===== config.mk =====
export PLATFORM = sky130hd
export DESIGN_NAME = sub_sequencer
export DESIGN_NICKNAME = d
export VERILOG_FILES = /design/src/rtl/sub_sequencer_pkg.sv /design/src/rtl/sub_sequencer_opnd.sv /design/src/rtl/sub_sequencer.sv
export SDC_FILE = /design/constraint.sdc
export NUM_CORES = 1
export LEC_CHECK = 0
export CORE_UTILIZATION = 45
export DETAILED_ROUTE_END_ITERATION = 6
export HOLD_SLACK_MARGIN = 0.08
export PLACE_DENSITY = 0.77
export SLEW_MARGIN = 15
export SYNTH_ARGS = -nofsm -noshare
export SYNTH_HDL_FRONTEND = slang
export SYNTH_SLANG_ARGS = --single-unit
export TNS_END_PERCENT = 1

===== constraint.sdc =====
create_clock -name clk -period 2.7 [get_ports clk]
set_input_delay 0.27 -clock clk [delete_from_list [all_inputs] [get_ports clk]]
set_output_delay 0.27 -clock clk [all_outputs]
set_load 0.01 [all_outputs]

===== src/rtl/sub_sequencer_pkg.sv =====
// Shared types and default geometry for the sub_sequencer add/subtract controller.
package sub_sequencer_pkg;

    localparam int unsigned WIDTH_DEF = 64;
    localparam int unsigned SLICE_DEF = 8;

    typedef enum logic {
        OP_ADD = 1'b0,
        OP_SUB = 1'b1
    } op_e;

    typedef enum logic [1:0] {
        IDLE = 2'd0,
        RUN  = 2'd1,
        DONE = 2'd2
    } state_e;

endpackage


===== src/rtl/sub_sequencer_opnd.sv =====
// Operand and result register file: captures A / conditioned B, presents the
// slice selected by idx to the adder and writes the returned sum slice back.
module sub_sequencer_opnd
    import sub_sequencer_pkg::*;
#(
    parameter int unsigned WIDTH = WIDTH_DEF,
    parameter int unsigned SLICE = SLICE_DEF,
    parameter int unsigned IDXW  = 3
) (
    input  logic             clk,
    input  logic             rst_n,
    input  logic             i_load,
    input  logic [WIDTH-1:0] i_a,
    input  logic [WIDTH-1:0] i_beff,
    input  logic             i_run,
    input  logic [IDXW-1:0]  i_idx,
    input  logic [SLICE-1:0] i_sum,
    output logic [SLICE-1:0] o_slice_a,
    output logic [SLICE-1:0] o_slice_b,
    output logic [WIDTH-1:0] o_result
);

    logic [WIDTH-1:0] r_a;
    logic [WIDTH-1:0] r_b;
    logic [WIDTH-1:0] r_result;
    logic [31:0]      w_base;

    assign w_base = 32'(i_idx) * SLICE;

    always_ff @(posedge clk) begin
        if (!rst_n) begin
            r_a      <= '0;
            r_b      <= '0;
            r_result <= '0;
        end else begin
            if (i_load) begin
                r_a <= i_a;
                r_b <= i_beff;
            end
            if (i_run) begin
                r_result[w_base +: SLICE] <= i_sum;
            end
        end
    end

    // Slice buses idle at zero whenever no slice is being stepped.
    always_comb begin
        o_slice_a = '0;
        o_slice_b = '0;
        if (i_run) begin
            o_slice_a = r_a[w_base +: SLICE];
            o_slice_b = r_b[w_base +: SLICE];
        end
    end

    assign o_result = r_result;

endmodule


===== src/rtl/sub_sequencer.sv =====
// Multi-cycle add/subtract controller time-sharing an external SLICE-bit adder.
// Optional SUB_SEQUENCER_PERF_EN adds perf_ops / perf_busy counters.
module sub_sequencer
    import sub_sequencer_pkg::*;
#(
    parameter int unsigned WIDTH = WIDTH_DEF,
    parameter int unsigned SLICE = SLICE_DEF
) (
    input  logic             clk,
    input  logic             rst_n,
    input  logic             req_valid,
    output logic             req_ready,
    input  logic             req_op,
    input  logic [WIDTH-1:0] req_a,
    input  logic [WIDTH-1:0] req_b,
    input  logic             req_cin,
    output logic [SLICE-1:0] slice_a,
    output logic [SLICE-1:0] slice_b,
    output logic             slice_cin,
    input  logic [SLICE-1:0] slice_sum,
    input  logic             slice_cout,
    output logic             rsp_valid,
    input  logic             rsp_ready,
    output logic [WIDTH-1:0] rsp_result,
    output logic             rsp_cout,
    output logic             rsp_ovf
`ifdef SUB_SEQUENCER_PERF_EN
    ,
    output logic [31:0]      perf_ops,
    output logic [31:0]      perf_busy
`endif
);

    localparam int unsigned NSLICE = WIDTH / SLICE;
    localparam int unsigned IDXW   = (NSLICE > 1) ? $clog2(NSLICE) : 1;

    state_e           r_state;
    state_e           w_state_nxt;
    logic [IDXW-1:0]  r_idx;
    logic             r_carry;
    logic             r_amsb;
    logic             r_bmsb;
    logic             r_ovf;
    logic             w_accept;
    logic             w_run;
    logic             w_last;
    logic             w_rsp_hs;
    logic [WIDTH-1:0] w_beff;
    logic             w_cin0;

    assign w_run    = (r_state == RUN);
    assign w_accept = (r_state == IDLE) & req_valid;
    assign w_rsp_hs = (r_state == DONE) & rsp_ready;
    assign w_last   = (r_idx == IDXW'(NSLICE - 1));

    // Subtract is A + ~B + ~borrow.
    assign w_beff = (op_e'(req_op) == OP_SUB) ? ~req_b : req_b;
    assign w_cin0 = (op_e'(req_op) == OP_SUB) ? ~req_cin : req_cin;

    always_comb begin
        w_state_nxt = r_state;
        unique case (r_state)
            IDLE:    if (req_valid) w_state_nxt = RUN;
            RUN:     if (w_last)    w_state_nxt = DONE;
            DONE:    if (rsp_ready) w_state_nxt = IDLE;
            default: w_state_nxt = IDLE;
        endcase
    end

    always_ff @(posedge clk) begin
        if (!rst_n) begin
            r_state <= IDLE;
            r_idx   <= '0;
            r_carry <= 1'b0;
            r_amsb  <= 1'b0;
            r_bmsb  <= 1'b0;
            r_ovf   <= 1'b0;
        end else begin
            r_state <= w_state_nxt;
            if (w_accept) begin
                r_idx   <= '0;
                r_carry <= w_cin0;
                r_amsb  <= req_a[WIDTH-1];
                r_bmsb  <= w_beff[WIDTH-1];
            end
            if (w_run) begin
                r_carry <= slice_cout;
                r_idx   <= w_last ? '0 : r_idx + IDXW'(1);
                // Overflow resolved on the top slice, when the sign bit appears.
                if (w_last) begin
                    r_ovf <= (r_amsb == r_bmsb) & (slice_sum[SLICE-1] != r_amsb);
                end
            end
        end
    end

    sub_sequencer_opnd #(
        .WIDTH (WIDTH),
        .SLICE (SLICE),
        .IDXW  (IDXW)
    ) u_opnd (
        .clk       (clk),
        .rst_n     (rst_n),
        .i_load    (w_accept),
        .i_a       (req_a),
        .i_beff    (w_beff),
        .i_run     (w_run),
        .i_idx     (r_idx),
        .i_sum     (slice_sum),
        .o_slice_a (slice_a),
        .o_slice_b (slice_b),
        .o_result  (rsp_result)
    );

    assign slice_cin = w_run ? r_carry : 1'b0;
    assign req_ready = (r_state == IDLE);
    assign rsp_valid = (r_state == DONE);
    assign rsp_cout  = r_carry;
    assign rsp_ovf   = r_ovf;

`ifdef SUB_SEQUENCER_PERF_EN
    logic [31:0] r_perf_ops;
    logic [31:0] r_perf_busy;

    always_ff @(posedge clk) begin
        if (!rst_n) begin
            r_perf_ops  <= '0;
            r_perf_busy <= '0;
        end else begin
            if (w_rsp_hs)          r_perf_ops  <= r_perf_ops + 32'd1;
            if (r_state != IDLE)   r_perf_busy <= r_perf_busy + 32'd1;
        end
    end

    assign perf_ops  = r_perf_ops;
    assign perf_busy = r_perf_busy;
`else
    logic w_unused;
    assign w_unused = w_rsp_hs;
`endif

endmodule


; ---- After elaboration in Yosys (flattened, before gate mapping)
; Index checks and enable logic that the tools add are counted.
[op_classes]
add_sub_neg = 2
shift = 4
bitwise = 4
n_eq_ne = 8
n_reduce_logical = 4
n_mux = 15
[op_table]
columns = cell, count
row1 = 64-bit by 7-bit indexed part select with 8-bit output, 2
row2 = 64-bit bitwise mux, 1
row3 = 64-bit 2-to-1 mux, 1
row4 = 64-bit inverter, 1
row5 = "8-bit by 34-bit variable shift with 64-bit output, first input constant", 1
row6 = 8-bit by 34-bit indexed part select with 64-bit output, 1
row7 = 6-bit negation with 34-bit output, 1
row8 = 8-bit 2-to-1 mux, 2
row9 = 3-bit 2-to-1 mux, 3
row10 = 2-bit 2-to-1 mux, 3
row11 = 2-bit case mux with 3 select lines, 1
row12 = 1-bit 2-to-1 mux, 4
row13 = "2-bit by 1-bit inequality test with 1-bit output, second input constant", 2
row14 = "3-bit by 1-bit adder with 3-bit output, second input constant", 1
row15 = "3-bit equality test, second input constant", 1
row16 = 3-bit AND reduction, 1
row17 = 1-bit bitwise AND, 2
row18 = "2-bit by 1-bit equality test with 1-bit output, second input constant", 1
row19 = "2-bit equality test, second input constant", 1
row20 = 2-bit logical NOT, 1
row21 = "2-bit inequality test, second input constant", 1
row22 = 2-bit AND reduction, 1
row23 = 2-bit nonzero test, 1
row24 = 1-bit equality test, 1
row25 = other kinds (2), 2
[word_totals]
inputBits = 143
register_bits = 201
elab_cells = 46
out_inout_bits = 85

; ---- Logic depth before layout (Yosys ltp)
[depth]
depth_word = 4
depth_mapped = 11
depth_no_buf = 6

; ---- Hierarchy
; A second synthesis with hierarchy kept.
[hier_totals]
hier_cells = 945
area_unflattened_um2 = 9318.9
[modules_own_cells]
columns = mod, seq_area_each_um2, instances, area_per_inst_um2, cells_each
row1 = sub_sequencer_opnd, 3843.7, 1, 8267.9, 828
row2 = sub_sequencer, 180.2, 1, 1051.0, 117

; ---- Worst setup path after synthesis
; Ideal clock, no wire load.
[synth_path]
path_type = reg2reg
startpoint = register r_idx[0]
endpoint = register u_opnd.r_result[38], in the netlist u_opnd.o_result[38]
required_ps = 2568
path_slack_ps = 44
path_buffers = 6
setup_time_ps = 132
arrival_ps = 2524
synth_period_minus_slack_ps = 2656
stages_incl_launch_ff = 12
path_cell_list = dfxtp_1 -> buf_6 -> buf_2 -> buf_1 -> inv_1 -> ha_1 -> buf_2 -> or4b_4 -> buf_6 -> buf_6 -> o31ai_1 -> a21oi_1
[synth_via]
elab_chain_len = 3
[synth_rtl]
columns = element, line
row1 = from (decl), sub_sequencer.sv:39  ; logic [IDXW-1:0] r_idx;
row2 = from (signal assigned), sub_sequencer.sv:88  ; r_idx <= w_last ? '0 : r_idx + IDXW'(1);
row3 = 6-bit negation with 34-bit output (*), sub_sequencer_opnd.sv:41  ; r_result[w_base +: SLICE] <= i_sum;
row4 = 8-bit by 34-bit indexed part select with 64-bit output / 8-bit by 34-bit variable shift with 64-bit output (equally long branches), sub_sequencer_opnd.sv:41
row5 = 64-bit bitwise mux (*), sub_sequencer_opnd.sv:41
row6 = "to (signal, indexed assignment)", sub_sequencer_opnd.sv:41
row7 = to (decl), sub_sequencer_opnd.sv:25  ; logic [WIDTH-1:0] r_result;
; Every way passes the cells marked *; elsewhere a longest branch is shown, timed or not.
; A chain may end at the register's enable or synchronous reset.

; ---- Worst setup path in the final report
[layout_path]
startpoint = register r_idx[0]
endpoint = output slice_a[4]
[layout_via]
elab_chain_len = 2
[layout_rtl]
columns = element, line
row1 = 64-bit by 7-bit indexed part select with 8-bit output, sub_sequencer_opnd.sv:51  ; o_slice_a = r_a[w_base +: SLICE];
row2 = 8-bit 2-to-1 mux, sub_sequencer_opnd.sv:50  ; if (i_run) begin
row3 = to (decl), sub_sequencer.sv:17  ; output logic [SLICE-1:0] slice_a,
; Every way passes these cells.

==> reports/qor.txt <==
Routed WL = 26,000 um
Nets = 1,421
Syn Area/Cell = 8.54 um2
CP Class = flip-flop to primary output
Switching power = 1980 uW
Netlist cell types = 48
Fin worst setup slack = 0.0769 ns
Ys flop type = dfxtp_1
Slew Viols, Final = 0
Fin crit period = 2.62 ns
Post-Place Cells = 1,517
Fillcell total = 1,711
Seq/Total Area, Yosys = 0.423
Dpl cell area = 0.0119 mm2
Residual DRC = 0
Post-layout util = 0.616
Total gr overflow = 0
Die area = 0.0215 mm2
Vias per std cell = 5.53
Synth area leader = dfxtp_1
# rows = 52
RePlAce Congestion = 0.850
DR iter-0 viols = 737
Dpl ws = 0.333 ns
Final Cycle Share = 0.972
CTS tree = yes
Max Cap Viol = 0
DIE HEIGHT = 147 um
CP Max Fanout = 18
Largest net degree at the start of global routing = 89
Core area = 0.0204 mm2
First-pass GRT wire length = 40,700 um
Skew-Pair Late Insertion Delay = 0.44 ns
Comb pwr share = 0.170
GRT Util Overall = 0.238
Internal power = 5010 uW
CTS Sinks = 199
DRT Pass-1 Iters = 7
Most common cell in the netlist = dfxtp_1
Leak = 0.00427 uW
Antenna Nets Post-Route = 0
CP Capture Type = primary output
Total CTS buffers = 17
CTS H-Tree Depth = 4
Initial antenna violation count = 2
Peak supply drop = 0.405 mV
Clock Root Buffer = clkbuf_16
Status = completed
Share of layout cells above drive strength 1 = 0.0981
Seq pwr share = 0.456
Final setup fails = 0
Chip Width = 147 um
Switching share of total power = 0.283
Share of the synthesized area in the top cell type = 0.423
IO Pins = 228
Hpwl dp = 18,500 um
Mapped cell area = 0.00941 mm2
F_max = 381 MHz
Clock skew = 0.0103 ns
Crit path DAT = 2.35 ns
Clk pin slew, worst setup/hold paths = 0.08 ns
Post-synth ARST share = 0
Clock buffer depth = 2
Fin. Hold Viols = 0
Synthesis-stage register bit count = 199
Syn. warnings = 0
Initial Util = 0.462
PD cells = 557 mW/mm2
Area growth, synth to finish = 33.2%
Setup TNS = 0 ns
Most frequent cells after synthesis = 199 x dfxtp_1, 137 x a21oi_1, 131 x nand2_1, 70 x nor2_1, 66 x clkbuf_1
Final cell count without fillers = 1,556
Vias = 8,608
RSZ-0062 raised after global routing = no
CP required = 2.43 ns
Vias in the first global route = 7,987
Syn Nets = 1,252
Synth top area cells = dfxtp_1 42%, a21oi_1 7.3%, xnor2_1 6.0%
Slew @ Worst Pin = 0.838 ns
Post-DR wirelength/cell = 16.7 um
# port buffers = 227
Synth Instances = 1,102
Slew margin rel. = 0.441
Post-synth EDFFs = 0
Startpoint types = flip-flop
Final Instance Area = 0.0125 mm2
Clock group share of total power = 0.374
Hold Path Class = input pin to flip-flop
==> timing repair <==
| action | in CTS | in global routing |
|---|---|---|
| resized for setup | 3 | 7 |
| setup buffers | 1 | 4 |
| hold buffers | 0 | 0 |
| setup endpoints to repair | 16 | 14 |
==> flip-flops by register name, indices dropped and copies added, names as in the netlist <==
register / flops
u_opnd.o_result: 64
u_opnd.r_b: 64
rsp_ovf: 1
r_idx: 3
rsp_cout: 1
u_opnd.r_a: 64
r_state: 2
==> metrics by stage <==
| stage | total power [uW] | hold slack [ns] |
|---|---|---|
| 4_1_cts | 6990 | 0.355 |
| 2_1_floorplan | 3940 | 0.392 |
| 3_3_place_gp | 4390 | 0.439 |
| 6_report | 6980 | 0.365 |
| 3_5_place_dp | 4420 | 0.446 |
| 5_1_grt | 7240 | 0.370 |
==> power by group through the flow <==
stage | registers, uW | clock network (uW) | logic (uW)
3_5_place_dp | 3250 | 0 | 1160
5_1_grt | 3200 | 2750 | 1280
6_report | 3190 | 2610 | 1180
4_1_cts | 3180 | 2630 | 1170
2_1_floorplan | 3220 | 0 | 725
3_3_place_gp | 3250 | 0 | 1150
==> worst max-delay path, cell delays in order (launching register included) <==
cell	delay [ns]
dfxtp_4	0.51
nor2b_1	0.08
buf_4	0.20
a22o_1	0.22
nor3_1	0.29
clkdlybuf4s50_1	0.61
==> area by class of cell <==
cell class                 count  area (um2)  share of cell area
clock inverter                15         181              0.0145
inverter                       6        27.5             0.00220
multi-input combinational    784        4950               0.395
clock buffer                  17         425              0.0339
antenna                        2        5.00            0.000399
sequential                   199        3990               0.318
tap                          270         338              0.0270
timing repair buffer         263        2620               0.209
==> cells in the final DEF, fill, tap and decap left out, types with 17 or more instances in the layout <==
cell	n
a21oi_1	137
a211oi_1	64
nor4bb_1	19
clkbuf_16	17
mux2_2	37
nand2_1	130
mux2i_1	27
clkdlybuf4s50_1	226
xnor2_1	65
buf_4	31
nor2_1	68
nand3_1	58
o21ai_0	48
dfxtp_1	197
==> path summary, 6_finish.rpt <==
kind | slack (ns) | startpoint | to | cells after the start
setup / recovery | 0.08 | r_idx[0] | slice_a[4] | 5
hold / removal | 0.37 | req_a[32] | u_opnd.r_a[32] | 3
setup reg to reg | 0.32 | r_idx[1] | u_opnd.o_result[32] | 7
hold reg to reg | 0.45 | u_opnd.r_a[44] | u_opnd.r_a[44] | 2
==> routing by layer <==
layer  wire length (um)  global-route usage  vias up
li1                   -                   -     4252
met5                  0                   0        -
met4                597              0.0964        0
met1              11800               0.317     3973
met3               1670              0.0444       53
met2              12000               0.379      330
==> logic make-up (layout without fill, tap and decap cells) <==
group | Yosys count | count (layout) | share of synthesized area
and+or+nand+nor | 345 | 345 | 0.188
AOI/OAI and AO/OA | 303 | 303 | 0.191
adders and majority gates | 7 | 7 | 0.00931
DFF | 199 | 199 | 0.423
other | 0 | 2 | 0
buffers and inverters | 119 | 301 | 0.0553
muxes | 64 | 64 | 0.0730
xor gates and xnor gates | 65 | 65 | 0.0605
Power figures use the tool's default switching activity.
